`src/rtl/mem_port_arbiter.sv`:
```
// Shares one memory backend between the instruction-fetch (read-only) and data ports; data has fixed priority.
// A grant costs one edge, the access waits for m_ack, then one DONE cycle follows; a held request is re-arbitrated after DONE.
module mem_port_arbiter #(
  parameter int WORD_SIZE    = 16,
  parameter int MAX_D_STREAK = 3
) (
  input  logic                 Clk,
  input  logic                 Reset_N,
  input  logic                 i_req,
  input  logic [WORD_SIZE-1:0] i_addr,
  output logic [WORD_SIZE-1:0] i_rdata,
  output logic                 i_done,
  input  logic                 d_req,
  input  logic                 d_we,
  input  logic [WORD_SIZE-1:0] d_addr,
  input  logic [WORD_SIZE-1:0] d_wdata,
  output logic [WORD_SIZE-1:0] d_rdata,
  output logic                 d_done,
  output logic                 m_req,
  output logic                 m_we,
  output logic [WORD_SIZE-1:0] m_addr,
  output logic [WORD_SIZE-1:0] m_wdata,
  input  logic [WORD_SIZE-1:0] m_rdata,
  input  logic                 m_ack,
  output logic                 busy,
  output logic                 grant_d
);

  typedef enum logic [1:0] {
    S_IDLE = 2'd0,
    S_BUSY = 2'd1,
    S_DONE = 2'd2
  } state_t;

  localparam logic [3:0] LP_MAX_STREAK = 4'(MAX_D_STREAK);

  state_t     r_state;
  logic [3:0] r_streak;

  logic       w_any_req;
  logic       w_pick_d;
  logic [3:0] w_streak_nxt;

  assign w_any_req = i_req | d_req;

  // Data wins unless instruction fetch has already been passed over MAX_D_STREAK times in a row.
  assign w_pick_d = d_req & (~i_req | (r_streak < LP_MAX_STREAK));

  // The streak only counts data grants that actually made a waiting fetch wait.
  always_comb begin
    w_streak_nxt = 4'd0;
    if (w_pick_d && i_req) begin
      w_streak_nxt = (r_streak == 4'hF) ? r_streak : r_streak + 4'd1;
    end
  end

  always_ff @(posedge Clk) begin
    if (!Reset_N) begin
      r_state  <= S_IDLE;
      r_streak <= 4'd0;
      m_req    <= 1'b0;
      m_we     <= 1'b0;
      m_addr   <= '0;
      m_wdata  <= '0;
      i_done   <= 1'b0;
      d_done   <= 1'b0;
      i_rdata  <= '0;
      d_rdata  <= '0;
      busy     <= 1'b0;
      grant_d  <= 1'b0;
    end else begin
      case (r_state)
        S_IDLE: begin
          if (w_any_req) begin
            r_state  <= S_BUSY;
            r_streak <= w_streak_nxt;
            m_req    <= 1'b1;
            busy     <= 1'b1;
            grant_d  <= w_pick_d;
            if (w_pick_d) begin
              m_addr  <= d_addr;
              m_we    <= d_we;
              m_wdata <= d_wdata;
            end else begin
              m_addr  <= i_addr;
              m_we    <= 1'b0;
            end
          end
        end

        S_BUSY: begin
          if (m_ack) begin
            r_state <= S_DONE;
            m_req   <= 1'b0;
            m_we    <= 1'b0;
            if (grant_d) begin
              d_done <= 1'b1;
              // Writes leave the last read result visible to the MEM stage.
              if (!m_we) begin
                d_rdata <= m_rdata;
              end
            end else begin
              i_done  <= 1'b1;
              i_rdata <= m_rdata;
            end
          end
        end

        S_DONE: begin
          r_state <= S_IDLE;
          i_done  <= 1'b0;
          d_done  <= 1'b0;
          busy    <= 1'b0;
        end

        default: begin
          r_state <= S_IDLE;
        end
      endcase
    end
  end

endmodule

```
`config.mk`:
```
export PLATFORM = sky130hd
export DESIGN_NAME = mem_port_arbiter
export DESIGN_NICKNAME = d
export VERILOG_FILES = /design/src/rtl/mem_port_arbiter.sv
export SDC_FILE = /design/constraint.sdc
export NUM_CORES = 1
export LEC_CHECK = 0
export BUFFER_PORTS_ARGS = -buffer_cell sky130_fd_sc_hd__buf_2
export CORE_MARGIN = 4
export CORE_UTILIZATION = 25
export CTS_CLUSTER_SIZE = 8
export DETAILED_ROUTE_END_ITERATION = 6
export PLACE_DENSITY = 0.45
export SYNTH_ARGS = -nofsm -noshare
export SYNTH_HDL_FRONTEND = slang
export SYNTH_SLANG_ARGS = --single-unit
```
`constraint.sdc`:
```
create_clock -name Clk -period 1.7 [get_ports Clk]
set_input_delay 0.085 -clock Clk [delete_from_list [all_inputs] [get_ports Clk]]
set_output_delay 0.085 -clock Clk [all_outputs]
set_load 0.03 [all_outputs]
```
Yosys cells after proc, flatten, opt, wreduce, memory -nomap -nowiden. Cells that the tools add are included.

Bitwise operators: 6. Magnitude comparators: 1. Multiplexer cells: 19. $add $sub $neg: 1. Equal/unequal tests: 8. Reductions and logical operators: 15.

Operator list (number): 3-bit AND reduction (6); 16-bit two-way mux (1); 2-bit inequality test, second input constant (5); 1-bit case mux with 2 select lines (5); 1-bit two-way mux (8); 4-bit two-way mux (2); 2-bit AND reduction (3); 2-bit nonzero test (3); 4-bit by 1-bit adder with 4-bit output, second input constant (1); 4-bit == test, second input constant (1); 4-bit by 2-bit < comparator with 1-bit output, second input constant (1); 2-bit two-way mux (2); 2-bit case mux with 2 select lines (1); 4-bit AND reduction (1); 1-bit NOT (3); 2-bit by 1-bit == test with 1-bit output, second input constant (1); 2-bit == test, second input constant (1); 2-bit zero test (1); 1-bit bitwise OR (2); 1-bit AND (1); 1-bit logical AND (1).

Flip-flop bits (word level): 76. Input port bits: 70. Output and inout port bits: 70. Word-level logic and storage cells: 62.

Logic depth before layout (Yosys ltp).
Depth after elaboration: 6. Mapped depth: 7. Depth with buffers taken out: 5.

Worst setup path after synthesis. No wires, ideal clock.

Kind: reg-to-reg. From: reg r_streak[0]. To: reg r_streak[1]. Path buffers: 2. Stages on the path, launching flop included: 8. Arrival time: 1.373 ns. Data required time: 1.630 ns. Setup time: 0.070 ns. Period minus slack after synthesis: 1.444 ns. Setup slack: 0.256 ns. Cell sequence: dfxtp_1 -> ha_1 -> o31ai_2 -> and2_1 -> buf_4 -> buf_4 -> nand4_1 -> a21oi_1.

Longest elaborated chain between the ends: 6. Elaborated cells between the ends (all ways): 10. Those cells by class: 1 x add/sub; 1 x order compare; 2 x eq/ne; 2 x mux; 2 x bitwise; 2 x reduce/logical.

RTL lines: start, declared (RTL line 38) `logic [3:0] r_streak;`; start signal, assigned (RTL line 76) `r_streak <= w_streak_nxt;`; 4-bit by 2-bit < comparator with 1-bit output (RTL line 47) `assign w_pick_d = d_req & (~i_req | (r_streak < LP_MAX_STREAK));`; 1-bit bitwise OR (RTL line 47); 1-bit AND (RTL line 47); 1-bit logical AND (RTL line 52) `if (w_pick_d && i_req) begin`; 2-bit inequality test (no line); 3-bit AND reduction (no line).

Several ways; a longest one is shown, not always the timed one. The select of a mux whose other input is x is not followed. A chain may end at the register's enable or synchronous reset.

Worst setup path in the final report.
From: reg r_streak[0]. To: reg m_addr[11].

Longest elaborated chain between the ends: 4.

RTL lines: 4-bit by 2-bit < comparator with 1-bit output (RTL line 47); 1-bit bitwise OR (RTL line 47); 1-bit AND (RTL line 47); 16-bit two-way mux (RTL line 80) `if (w_pick_d) begin`; end signal, assigned (RTL line 81) `m_addr <= d_addr;`; end signal, assigned (RTL line 85) `m_addr <= i_addr;`; end, declared (RTL line 21) `output logic [WORD_SIZE-1:0] m_addr,`.

No other way between the ends.

==> results.json <==
{
  "rsz0062_at_grt": "no",
  "skew_ns": 0.00686,
  "grt_antenna_before_repair": 0,
  "dpl-instance-area_mm2": 0.00370,
  "final_cell_mix": "buf_2, nand2_1, dfxtp_1",
  "netlist.top_cell.by_area": "dfxtp_1",
  "met1_length_um": 3950,
  "hold_viol_final": 0,
  "synth_enable_flop_cells": 0,
  "netlist_area_mm2": 0.00283,
  "max-clock-path-buffers": 2,
  "post_drt_antenna_nets": 0,
  "resize_count_post_cts": 0,
  "rrSetupSlack_ns": 0.16,
  "vias_after_detailed_routing": 2868,
  "clock_sinks": 76,
  "synth-compound-area-share": 0.169,
  "drt_iter0_markers": 165,
  "floorplan.rows": 38,
  "post_synth.cell_area_avg_um2": 8.45,
  "net_count_synth": 406,
  "synth_cell_types": 30,
  "path_clk_slew_ns": 0.06,
  "p_leak_uw": 0.00200,
  "synth_top_family_by_area": "simple AND/OR/NAND/NOR gates",
  "synth.ff_latch_count": 76,
  "synth_simple_gate_area_share": 0.186,
  "portion_of_netlist_area_occupied_by_mux_cells": 0.0566,
  "core_region_area_mm2": 0.0110,
  "routed_via_density": 4.37,
  "grt.overflow.total": 0,
  "final_sum_of_negative_setup_slack_ns": 0,
  "port_buffers": 139,
  "setup_crit_path_kind": "flop to flop",
  "hold_path_sink": "m_wdata[5]",
  "detailed_place_hpwl_um": 5870,
  "die_x_um": 114,
  "cellPowerDensity_mw_per_mm2": 1080,
  "num_antenna_cells": 0,
  "cp_data_required_time_ns": 1.95,
  "timing.final.crit_period_ns": 1.54,
  "maximum_number_of_pins_on_one_net_before_global_route_repair": 42,
  "layout_worst_path_cycle_share": 0.905,
  "worstMarginPinSlew_ns": 0.827,
  "postSynthCellCount": 335,
  "total_wire_length_um": 8750,
  "crit_arrival_ns": 1.79,
  "drt-pass1-iter-count": 5,
  "grt_pass1_vias": 2941,
  "routedWlPerCell_um": 13.3,
  "route.detailed.drc": 0,
  "ioPinCount": 140,
  "maxClockFrequency_ghz": 0.650,
  "yosys_warnings": 0,
  "finalInstanceArea_mm2": 0.00442,
  "asyncSetResetFlopFracSynth": 0,
  "seq_area_frac_synth": 0.537,
  "start_point_of_the_worst_min_delay_path": "d_wdata[5]",
  "cts.htree.levels": 3,
  "startpoint": "r_streak[0]",
  "gp_congestion": 0.687,
  "floorplan.initialDensity": 0.258,
  "run_status": "completed",
  "synthXorXnorAreaFrac": 0,
  "fp.dieArea_mm2": 0.0131,
  "final-instance-count-excl-fill": 657,
  "yosys-top-cells-area": "dfxtp_1, a21oi_1, nand2_1",
  "synthDominantCellAreaShare": 0.537,
  "clock_insertion_delay_worst_skew_ns": 0.33,
  "tritoncts": "done",
  "synthesis_to_layout_area_growth_pct": 56.1,
  "reg2regPathDepth": 6,
  "worstReg2RegStart": "r_streak[0]",
  "report.final.setup_viol": 0,
  "grt_pass1_wl_um": 14200,
  "dpl.cell_count": 601,
  "grtUsageTotal": 0.134,
  "cp-end-kind": "flop",
  "max_slew_margin": 0.448,
  "cts-buffers-inserted": 9,
  "hold_buffers": 40,
  "layout.cells.most_common": "buf_2",
  "final_core_util": 0.402,
  "post_synth_fa_ha_maj_area_fraction": 0.00442,
  "cp_max_fo": 18,
  "die_h_um": 114,
  "drive_above_1_share": 0.331,
  "hold_path_class": "primary input to flop",
  "final.hold.worst_slack_ns": 0.0102,
  "post-cts-setup-buffers": 0,
  "ys_dominant_reg_cell": "dfxtp_1",
  "ir_worst_vdd_mv": 0.559,
  "cts_root_buf": "clkbuf_16",
  "critical_path_startpoint_category": "flop",
  "met3_wirelength_um": 710,
  "finalNetCount": 583,
  "maxCapViolCount": 0,
  "r2r-end": "m_addr[11]",
  "highest-signal-layer": "met4",
  "hold_path_depth": 3,
  "length_of_routed_met2_wiring_um": 4060,
  "report.final.slew_viol_count": 0
}
## per-stage QoR
stage,worst slack [ns],power [uW]
after floorplan,0.256,2440
after CTS,0.194,4870
after global placement,0.211,2730
after detailed placement,0.205,2730
after global routing,0.0423,5030
final,0.161,4780
## cell type report
class	count	area, um2
fill	1141	6560
sequential	76	1520
timing repair buffer	188	1210
multi-input combinational	236	1190
clock buffer	10	229
tap	140	175
clock inverter	6	88.8
inverter	1	3.75
## sequential cells by signal (all words and copies together) (netlist names)
register	count
d_rdata	16
i_rdata	16
m_addr	16
m_wdata	16
r_streak	4
r_state	2
busy	1
d_done	1
grant_d	1
i_done	1
m_req	1
m_we	1
## cell families after synthesis
| family | after synthesis |
|---|---|
| and+or+nand+nor | 127 |
| buffers and inverters | 23 |
| adders and majority gates | 1 |
| AOI/OAI and AO/OA | 92 |
| muxes | 16 |
| DFF | 76 |
## critical path, cell delays in order, from the launching register on
cell	delay, ns
dfxtp_1	0.32
ha_1	0.20
o31ai_2	0.27
and2_1	0.23
buf_12	0.16
a21oi_1	0.08
a21oi_1	0.20
## layer usage
metal,vias to the layer above,GRT usage
met5,-,0
met4,0,0.0356
met3,2,0.0460
met2,94,0.220
met1,1303,0.167
li1,1469,-
## how the worst max path moves through the flow
| stage | endpoint | slack, ns |
|---|---|---|
| after floorplan | r_streak[1] | 0.26 |
| after global placement | d_rdata[12] | 0.21 |
| after detailed placement | d_rdata[12] | 0.20 |
| after CTS | m_addr[8] | 0.19 |
| after global routing | r_streak[0] | 0.04 |
| final | m_addr[11] | 0.16 |
## Yosys cell counts (all sizes together), types with 2 or more instances
master and instances:
a21oi 71, and2 2, and3 3, buf 12, clkbuf 10, dfxtp 76
mux2i 16, nand2 88, nand2b 2, nor2 25, nor3b 2, o21a 2
o21ai 17
## report_power, final
part / switching (uW) / total, uW / internal, uW / leakage [uW]
Clock: 740 / 2030 / 1290 / 0.000149
Sequential: 57.0 / 1950 / 1890 / 0.000621
Combinational: 502 / 813 / 311 / 0.00123
Total: 1300 / 4780 / 3490 / 0.00200
(Power assumes the default switching activity.)
